**src/rtl/vscale_alu_arbiter_pkg.sv**
```systemverilog
// ----------------------------------------------------------------------------
// vscale_alu_arbiter_pkg
// Shared ALU op-code definitions used by vscale_alu and vscale_alu_arbiter,
// plus the round-robin port type and the two-requester grant helper.
// No ports (package).
// ----------------------------------------------------------------------------
package vscale_alu_arbiter_pkg;

   // ALU operation codes (single source for the ALU and the arbiter)
   localparam int unsigned ALU_OP_WIDTH = 4;

   localparam logic [ALU_OP_WIDTH-1:0] ALU_OP_ADD  = 4'd0;
   localparam logic [ALU_OP_WIDTH-1:0] ALU_OP_SLL  = 4'd1;
   localparam logic [ALU_OP_WIDTH-1:0] ALU_OP_XOR  = 4'd2;
   localparam logic [ALU_OP_WIDTH-1:0] ALU_OP_OR   = 4'd3;
   localparam logic [ALU_OP_WIDTH-1:0] ALU_OP_AND  = 4'd4;
   localparam logic [ALU_OP_WIDTH-1:0] ALU_OP_SRL  = 4'd5;
   localparam logic [ALU_OP_WIDTH-1:0] ALU_OP_SEQ  = 4'd8;
   localparam logic [ALU_OP_WIDTH-1:0] ALU_OP_SNE  = 4'd9;
   localparam logic [ALU_OP_WIDTH-1:0] ALU_OP_SUB  = 4'd10;
   localparam logic [ALU_OP_WIDTH-1:0] ALU_OP_SRA  = 4'd11;
   localparam logic [ALU_OP_WIDTH-1:0] ALU_OP_SLT  = 4'd12;
   localparam logic [ALU_OP_WIDTH-1:0] ALU_OP_SGE  = 4'd13;
   localparam logic [ALU_OP_WIDTH-1:0] ALU_OP_SLTU = 4'd14;
   localparam logic [ALU_OP_WIDTH-1:0] ALU_OP_SGEU = 4'd15;

   // Round-robin pointer values: which port wins a tie
   typedef enum logic {
      PORT0 = 1'b0,
      PORT1 = 1'b1
   } port_e;

   // One-hot grant {g1, g0} from the two eligibility bits and the tie pointer
   function automatic logic [1:0] rr_grant(input logic elig0,
                                           input logic elig1,
                                           input port_e rr);
      logic g0;
      logic g1;
      g0 = elig0 && (!elig1 || (rr == PORT0));
      g1 = elig1 && (!elig0 || (rr == PORT1));
      return {g1, g0};
   endfunction

endpackage

```
**src/rtl/vscale_alu.sv**
```systemverilog
// ----------------------------------------------------------------------------
// vscale_alu
// Combinational integer ALU. Unknown op codes produce zero.
// Ports:
//   op            in  ALU_OP_WIDTH  operation code
//   in1, in2      in  XLEN          operands (shift amount from in2 low bits)
//   out           out XLEN          result
//   sum_diff_out  out XLEN          in1+in2, or in1-in2 for SUB
// ----------------------------------------------------------------------------
module vscale_alu
   import vscale_alu_arbiter_pkg::*;
#(
   parameter int unsigned XLEN = 32
) (
   input  logic [ALU_OP_WIDTH-1:0] op,
   input  logic [XLEN-1:0]         in1,
   input  logic [XLEN-1:0]         in2,
   output logic [XLEN-1:0]         out,
   output logic [XLEN-1:0]         sum_diff_out
);

   localparam int unsigned SHAMT_W = $clog2(XLEN);

   logic [SHAMT_W-1:0] w_shamt;

   assign w_shamt      = in2[SHAMT_W-1:0];
   assign sum_diff_out = (op == ALU_OP_SUB) ? (in1 - in2) : (in1 + in2);

   // Result mux
   always_comb begin
      out = '0;
      case (op)
         ALU_OP_ADD  : out = in1 + in2;
         ALU_OP_SLL  : out = in1 << w_shamt;
         ALU_OP_XOR  : out = in1 ^ in2;
         ALU_OP_OR   : out = in1 | in2;
         ALU_OP_AND  : out = in1 & in2;
         ALU_OP_SRL  : out = in1 >> w_shamt;
         ALU_OP_SEQ  : out = XLEN'(in1 == in2);
         ALU_OP_SNE  : out = XLEN'(in1 != in2);
         ALU_OP_SUB  : out = in1 - in2;
         ALU_OP_SRA  : out = XLEN'($signed(in1) >>> w_shamt);
         ALU_OP_SLT  : out = XLEN'($signed(in1) <  $signed(in2));
         ALU_OP_SGE  : out = XLEN'($signed(in1) >= $signed(in2));
         ALU_OP_SLTU : out = XLEN'(in1 <  in2);
         ALU_OP_SGEU : out = XLEN'(in1 >= in2);
         default     : out = '0;
      endcase
   end

endmodule

```
**src/rtl/vscale_alu_arbiter.sv**
```systemverilog
// ----------------------------------------------------------------------------
// vscale_alu_arbiter
// Shares one vscale_alu between two requesters with valid/ready handshakes,
// round-robin tie-breaking and a one-entry registered result slot per port.
// Ports:
//   clk, reset_n                 clock, async active-low reset
//   reqN_valid / reqN_ready      request handshake (ready = grant, comb.)
//   reqN_op, reqN_in1, reqN_in2  request payload
//   respN_valid / respN_ready    response handshake
//   respN_data                   registered ALU result
// ----------------------------------------------------------------------------
module vscale_alu_arbiter
   import vscale_alu_arbiter_pkg::*;
#(
   parameter int unsigned XLEN = 32
) (
   input  logic                    clk,
   input  logic                    reset_n,

   input  logic                    req0_valid,
   output logic                    req0_ready,
   input  logic [ALU_OP_WIDTH-1:0] req0_op,
   input  logic [XLEN-1:0]         req0_in1,
   input  logic [XLEN-1:0]         req0_in2,

   input  logic                    req1_valid,
   output logic                    req1_ready,
   input  logic [ALU_OP_WIDTH-1:0] req1_op,
   input  logic [XLEN-1:0]         req1_in1,
   input  logic [XLEN-1:0]         req1_in2,

   output logic                    resp0_valid,
   input  logic                    resp0_ready,
   output logic [XLEN-1:0]         resp0_data,

   output logic                    resp1_valid,
   input  logic                    resp1_ready,
   output logic [XLEN-1:0]         resp1_data
);

   port_e                   r_rr;
   logic                    r_resp0_valid;
   logic                    r_resp1_valid;
   logic [XLEN-1:0]         r_resp0_data;
   logic [XLEN-1:0]         r_resp1_data;

   logic                    w_elig0;
   logic                    w_elig1;
   logic [1:0]              w_grant;
   logic                    w_gnt0;
   logic                    w_gnt1;
   logic [ALU_OP_WIDTH-1:0] w_alu_op;
   logic [XLEN-1:0]         w_alu_in1;
   logic [XLEN-1:0]         w_alu_in2;
   logic [XLEN-1:0]         w_alu_out;

   // A port may issue only if its slot is empty or drained this cycle
   assign w_elig0 = req0_valid && (!r_resp0_valid || resp0_ready);
   assign w_elig1 = req1_valid && (!r_resp1_valid || resp1_ready);

   // Grants are forced low while reset is held so no request is accepted
   assign w_grant = rr_grant(w_elig0, w_elig1, r_rr);
   assign w_gnt0  = w_grant[0] && reset_n;
   assign w_gnt1  = w_grant[1] && reset_n;

   assign req0_ready = w_gnt0;
   assign req1_ready = w_gnt1;

   // Operand mux: port 0 is the idle default, its result is then discarded
   assign w_alu_op  = w_gnt1 ? req1_op  : req0_op;
   assign w_alu_in1 = w_gnt1 ? req1_in1 : req0_in1;
   assign w_alu_in2 = w_gnt1 ? req1_in2 : req0_in2;

   vscale_alu #(
      .XLEN (XLEN)
   ) u_alu (
      .op           (w_alu_op),
      .in1          (w_alu_in1),
      .in2          (w_alu_in2),
      .out          (w_alu_out),
      .sum_diff_out ()
   );

   // Tie pointer moves to the port that lost (or did not request) this grant
   always_ff @(posedge clk or negedge reset_n) begin
      if (!reset_n) begin
         r_rr <= PORT0;
      end else if (w_gnt0) begin
         r_rr <= PORT1;
      end else if (w_gnt1) begin
         r_rr <= PORT0;
      end
   end

   // Slot 0: a refill wins over a drain; data holds when merely drained
   always_ff @(posedge clk or negedge reset_n) begin
      if (!reset_n) begin
         r_resp0_valid <= 1'b0;
         r_resp0_data  <= '0;
      end else if (w_gnt0) begin
         r_resp0_valid <= 1'b1;
         r_resp0_data  <= w_alu_out;
      end else if (resp0_ready) begin
         r_resp0_valid <= 1'b0;
      end
   end

   // Slot 1: same policy as slot 0
   always_ff @(posedge clk or negedge reset_n) begin
      if (!reset_n) begin
         r_resp1_valid <= 1'b0;
         r_resp1_data  <= '0;
      end else if (w_gnt1) begin
         r_resp1_valid <= 1'b1;
         r_resp1_data  <= w_alu_out;
      end else if (resp1_ready) begin
         r_resp1_valid <= 1'b0;
      end
   end

   assign resp0_valid = r_resp0_valid;
   assign resp0_data  = r_resp0_data;
   assign resp1_valid = r_resp1_valid;
   assign resp1_data  = r_resp1_data;

endmodule

```
**config.mk**
```make
export PLATFORM = sky130hd
export DESIGN_NAME = vscale_alu_arbiter
export DESIGN_NICKNAME = d
export VERILOG_FILES = /design/src/rtl/vscale_alu_arbiter_pkg.sv /design/src/rtl/vscale_alu.sv /design/src/rtl/vscale_alu_arbiter.sv
export SDC_FILE = /design/constraint.sdc
export NUM_CORES = 1
export LEC_CHECK = 0
export BUFFER_PORTS_ARGS = -buffer_cell sky130_fd_sc_hd__clkbuf_2
export CELL_PAD_IN_SITES_DETAIL_PLACEMENT = 1
export CELL_PAD_IN_SITES_GLOBAL_PLACEMENT = 1
export CORE_AREA = 8 8 274 144
export CTS_CLUSTER_SIZE = 40
export DETAILED_ROUTE_END_ITERATION = 12
export DIE_AREA = 0 0 282 152
export GPL_TIMING_DRIVEN = 0
export HOLD_SLACK_MARGIN = 0.02
export PLACE_DENSITY_LB_ADDON = 0.1
export SYNTH_ARGS = -nofsm -noshare
export SYNTH_HDL_FRONTEND = slang
export SYNTH_SLANG_ARGS = --single-unit
export TNS_END_PERCENT = 50
```
**constraint.sdc**
```tcl
create_clock -name clk -period 10.1 [get_ports clk]
set_input_delay 3.03 -clock clk [delete_from_list [all_inputs] [get_ports clk]]
set_output_delay 3.03 -clock clk [all_outputs]
set_load 0.01 [all_outputs]
```
[Word-level counts from Yosys, hierarchy flattened]
Cells that the tools add are included.
Storage, ports and cells
  register bits after elaboration: 67
  input bits: 142
  output and inout bits: 68
  word-level logic and storage cells: 61
Operators by class
  $add $sub $neg: 2
  magnitude comparators: 4
  eq/ne operators: 15
  shifts and indexed selects: 3
  multiplexer cells: 10
  bitwise logic cells: 4
  reductions and logical operators: 18
Operator list (number)
  case mux 32 bit (14 select lines): 1
  greater-or-equal comparator 32 bit: 2
  < comparator 32 bit: 2
  two-way mux 32 bit: 2
  adder 32 bit: 1
  AND 32 bit: 1
  equality test 32 bit: 1
  equality test 4 bit, second input constant: 8
  != test 32 bit: 1
  OR 32 bit: 1
  << shifter 32 x 5 -> 32 bit: 1
  right shift 32 x 5 -> 32 bit: 1
  >>> shifter 32 x 5 -> 32 bit: 1
  subtractor 32 bit: 1
  XOR 32 bit: 1
  equality test 4 x 2 -> 1 bit, second input constant: 2
  equality test 4 x 3 -> 1 bit, second input constant: 2
  logical AND 1 bit: 6
  two-way mux 1 bit: 6
  nonzero test 2 bit: 3
  equality test 4 x 1 -> 1 bit, second input constant: 1
  logical NOT 1 bit: 4
  logical NOT 4 bit: 1
  logical OR 1 bit: 4
  2 further kinds: 2

[Logic depth before layout (Yosys ltp)]
  word-level depth: 10
  mapped depth: 23
  gate-level depth less buffers: 17

[Modules after synthesis]
Synthesis repeated with hierarchy kept, for this count alone.
Second synthesis, totals
  cell total of the unflattened synthesis: 1618
  area, all modules: 12993.7 um2
Modules (own cells, without submodules)
  vscale_alu: instances 1, cells an instance 1392, area an instance 9618.0 um2, seq. area each 0.0 um2
  vscale_alu_arbiter: instances 1, cells an instance 226, area an instance 3375.7 um2, seq. area each 1676.6 um2

[Worst setup path before layout]
Ideal clock, no wire load.
  kind: input -> output
  from: in resp0_ready
  to: out req1_ready
  data arrival time: 4755 ps
  slack: 2315 ps
  stages: 9
  path buffers: 6
  cells stage by stage: nor2b_2 o211ai_4 inv_4 buf_6 buf_6 buf_2 buf_2 clkbuf_1 clkbuf_1
Between the ends
  word-level cells in the longest chain between the ends: 6
Ends and longest elaborated chain
  start: declaration: line vscale_alu_arbiter.sv:33  | input logic resp0_ready,
  logical OR 1 bit: line vscale_alu_arbiter.sv:58  | assign w_elig0 = req0_valid && (!r_resp0_valid || resp0_ready);
  logical AND 1 bit: line vscale_alu_arbiter.sv:58
  logical NOT 1 bit: line vscale_alu_arbiter_pkg.sv:40  | g1 = elig1 && (!elig0 || (rr == PORT1));
  logical OR 1 bit: line vscale_alu_arbiter_pkg.sv:40
  logical AND 1 bit: line vscale_alu_arbiter_pkg.sv:40
  logical AND 1 bit: line vscale_alu_arbiter.sv:64  | assign w_gnt1 = w_grant[1] && reset_n;
  end: declaration: line vscale_alu_arbiter.sv:27  | output logic req1_ready,
No other way between the ends.

[Worst setup path after layout]
  from: in reset_n
  to: reg r_resp1_data[0] (netlist: resp1_data[0])
Between the ends
  word-level cells in the longest chain between the ends: 4
Ends and longest elaborated chain
  start: declaration: line vscale_alu_arbiter.sv:18  | input logic reset_n,
  logical AND 1 bit *: line vscale_alu_arbiter.sv:64
  two-way mux 32 bit, or another cell as far along: line vscale_alu_arbiter.sv:71  | assign w_alu_in1 = w_gnt1 ? req1_in1 : req0_in1;
  subtractor 32 bit, or another cell as far along
  case mux 32 bit (14 select lines): line vscale_alu.sv:32  | case (op)
  end signal: assignment: line vscale_alu_arbiter.sv:115  | r_resp1_data <= w_alu_out;
  end: declaration: line vscale_alu_arbiter.sv:45  | logic [XLEN-1:0] r_resp1_data;
Every way passes the cells marked *; elsewhere a longest branch is shown, timed or not.
A chain may end at the register's enable or synchronous reset.

==> metrics.txt <==
TritonCTS Buffers 9; Worst VDD drop 0.100 mV; Synth area leaders mux2i_1 (14%), dfrtp_1 (11%), nand2_1 (8.0%); top-area cell type share of the netlist area 0.137; Commonest cells post-synth nand2_1 (336), mux2i_1 (216), nor2_1 (149); Hold Path End resp0_data[8]; Area Growth Syn to Fin 12.6%; Slew Limit Fails 1; Iteration-0 DRC Markers 4015; post-synthesis cell count ~2100; max_slew headroom -0.00129; Async SR Flop Fraction 1.00; share of cells above drive strength 1 0.203; M2 GR Usage 0.593; Post-Syn Area per Cell between 7 and 8 sq um; antenna violation net count after detailed routing 0; initial core utilization 0.445; io pins 210; FMAX 97.4 MHz; Core ar. between 30000 and 40000 sq um; Crit path arrival time approximately 10 ns; worst-path fanout max 68; GR Overflow Total 0; vias in the first global route roughly 20000; largest area contributor in the netlist mux2i_1; failing checks capacitance limit, slew limit, setup timing; R2R setup slack around 2.7 ns; H-Tree Depth 3; CP required around 10 ns; DPL Wire Length 87.8 mm; first-pass GRT wire length 150 mm; M1 GR Usage 0.636; vias per cell between 7 and 8; cell area after layout roughly 18000 sq um; mapped cell area between 15000 and 20000 sq um; Synth Register Bits 67; grt peak-use layer met1; clk_skew roughly 0.0084 ns; num rows 49; Seq/Total Area, Yosys 0.107; CP Capture Type register; Syn Nets approximately 2400; Port Buf Inserts about 200; TritonCTS clock tree yes; Hold Vio Cnt, Final 0; P_leak 8.27 nW; fin crit period between 10 and 15 ns; die area between 40000 and 50000 sq um; met3 GRT Util 0.325; Final Cycle Share 1.02; First-pass DRT Iterations 7; initial antenna violation count 6; PD cells 140 nW/um^2; Worst Tran Pin Value about 1.5 ns; Yosys warning count 0; Die Width 282 microns; die height 152 microns; Worst Hold Depth 2; Max Cap Viol 2; Residual DRC 0; Worst Setup Path Type in2reg; Clock Latency Late Sink about 0.36 ns; reg2reg end resp1_data[0]; hold_sp resp0_data[8]; clock slew at reported path FFs about 0.06 ns; GRT Total Usage 0.477; DR vias ~21000; Startpoint Class input pin; routed wire length ~110 mm; # nets final ~2600; fin worst setup slack -0.165 ns; Root Driver clkbuf_16; RSZ-0062 raised after global routing no; ys flop type dfrtp_1; largest net degree at the start of global routing 69; most frequent cell after synthesis nand2_1; status finished, violations left; number of enable flip-flop cells after synthesis 0; clock tree buffer depth 2; Worst R2R Start resp0_valid; Hold Slack ~0.48 ns; worst hold path type reg2reg; Area after DPL 17400 sq um; routed len/inst around 38 microns; Unique masters post-synth 110; CTS Sinks 67; Final Wtd Congestion roughly 1.2; Worst Reg-to-Reg Cells 20; # setup viols final 2
## state kept, by name, summed over array words and instances, names as in the netlist
name         flops
resp1_valid      1
resp0_data      32
resp1_data      32
r_rr             1
resp0_valid      1
## metrics by stage
step | instances | TNS (ns) | setup WS [ns] | total power [mW] | utilization
after global placement | 2794 | -58.66 | -2.07 | 1.95 | 0.490
after detailed placement | 2795 | -23.62 | -1.45 | 2.01 | 0.491
final | 2813 | -0.243 | -0.165 | 2.48 | 0.501
after floorplan | 2111 | 0 | 2.31 | 1.34 | -
after CTS | 2810 | 0 | 0.00354 | 2.34 | 0.499
after global routing | 2808 | 0 | 0.0348 | 2.51 | 0.500
## critical path: stages
cell,delay [ns]
clkbuf_4,0.15
buf_16,0.30
and2_1,0.34
o211ai_4,0.15
inv_4,0.29
buf_6,0.31
buf_6,0.24
buf_2,0.47
buf_4,0.48
clkbuf_2,0.44
nand2_1,0.12
nand2_1,0.24
ha_1,0.28
clkbuf_1,0.23
nor4_1,1.00
and3_1,0.57
and4b_2,0.53
mux2i_1,0.16
a32oi_1,0.20
nand4_1,0.22
a41oi_1,0.43
a21oi_1,0.15
## power by group
part	internal [mW]	total [mW]	switching, mW
registers	0.353	0.408	0.0553
logic	0.536	1.74	1.21
clock network	0.180	0.324	0.144
## layout make-up
| class | instances | area [sq um] |
|---|---|---|
| fillers | 4580 | 17700 |
| multi-input cells | 1774 | 12800 |
| flip-flops and latches | 67 | 1680 |
| repair buffers | 200 | 1030 |
| plain buffers | 161 | 852 |
| well taps | 484 | 606 |
| inverters | 106 | 408 |
| clock buffers | 11 | 253 |
| clock inverters | 5 | 37.5 |
| diodes | 5 | 12.5 |
## layer usage
metal | up-vias | share of wire | wire, microns
li1 | 8221 | - | -
met1 | 10391 | 0.40 | 42600
met2 | 2170 | 0.36 | 38800
met3 | 415 | 0.20 | 21800
met4 | 12 | 0.040 | 4270
met5 | - | 0.0010 | 109
## kinds of logic after synthesis
kind of cell    synth area share
compound gates             0.274
xor+xnor                 0.00890
fa+ha+maj                 0.0797
buf+inv                   0.0801
flops                      0.107
mux                        0.240
simple gates               0.211
## layout by cell type (no fill, tap or decap), types with 38 or more instances in the layout
cell type,instances
a21oi_1,141
a31oi_1,38
buf_2,60
clkbuf_1,54
clkbuf_2,204
dfrtp_1,67
ha_1,97
inv_1,97
mux2_2,51
mux2i_1,215
mux4_2,39
nand2_1,336
nand3_1,39
nor2_1,149
nor3_1,42
o21ai_0,85
## repair_timing
| action | in CTS | in global routing |
|---|---|---|
| gates resized for setup | 6 | 16 |
| setup endpoints to repair | 34 | 30 |
| hold buffers | 0 | 0 |
| setup buffers | 0 | 0 |
## how the worst max path moves through the flow
stage | depth (start not counted) | start | to | slack (ns)
2_1_floorplan | 9 | resp0_ready | req1_ready | 2.31
3_3_place_gp | 24 | reset_n | resp1_data[14] | -2.07
3_5_place_dp | 25 | reset_n | resp0_data[14] | -1.45
4_1_cts | 24 | reset_n | resp0_data[14] | 0.004
5_1_grt | 24 | reset_n | resp1_data[0] | 0.03
6_report | 22 | reset_n | resp1_data[0] | -0.16
No activity file was read; power rests on OpenSTA's default activity.
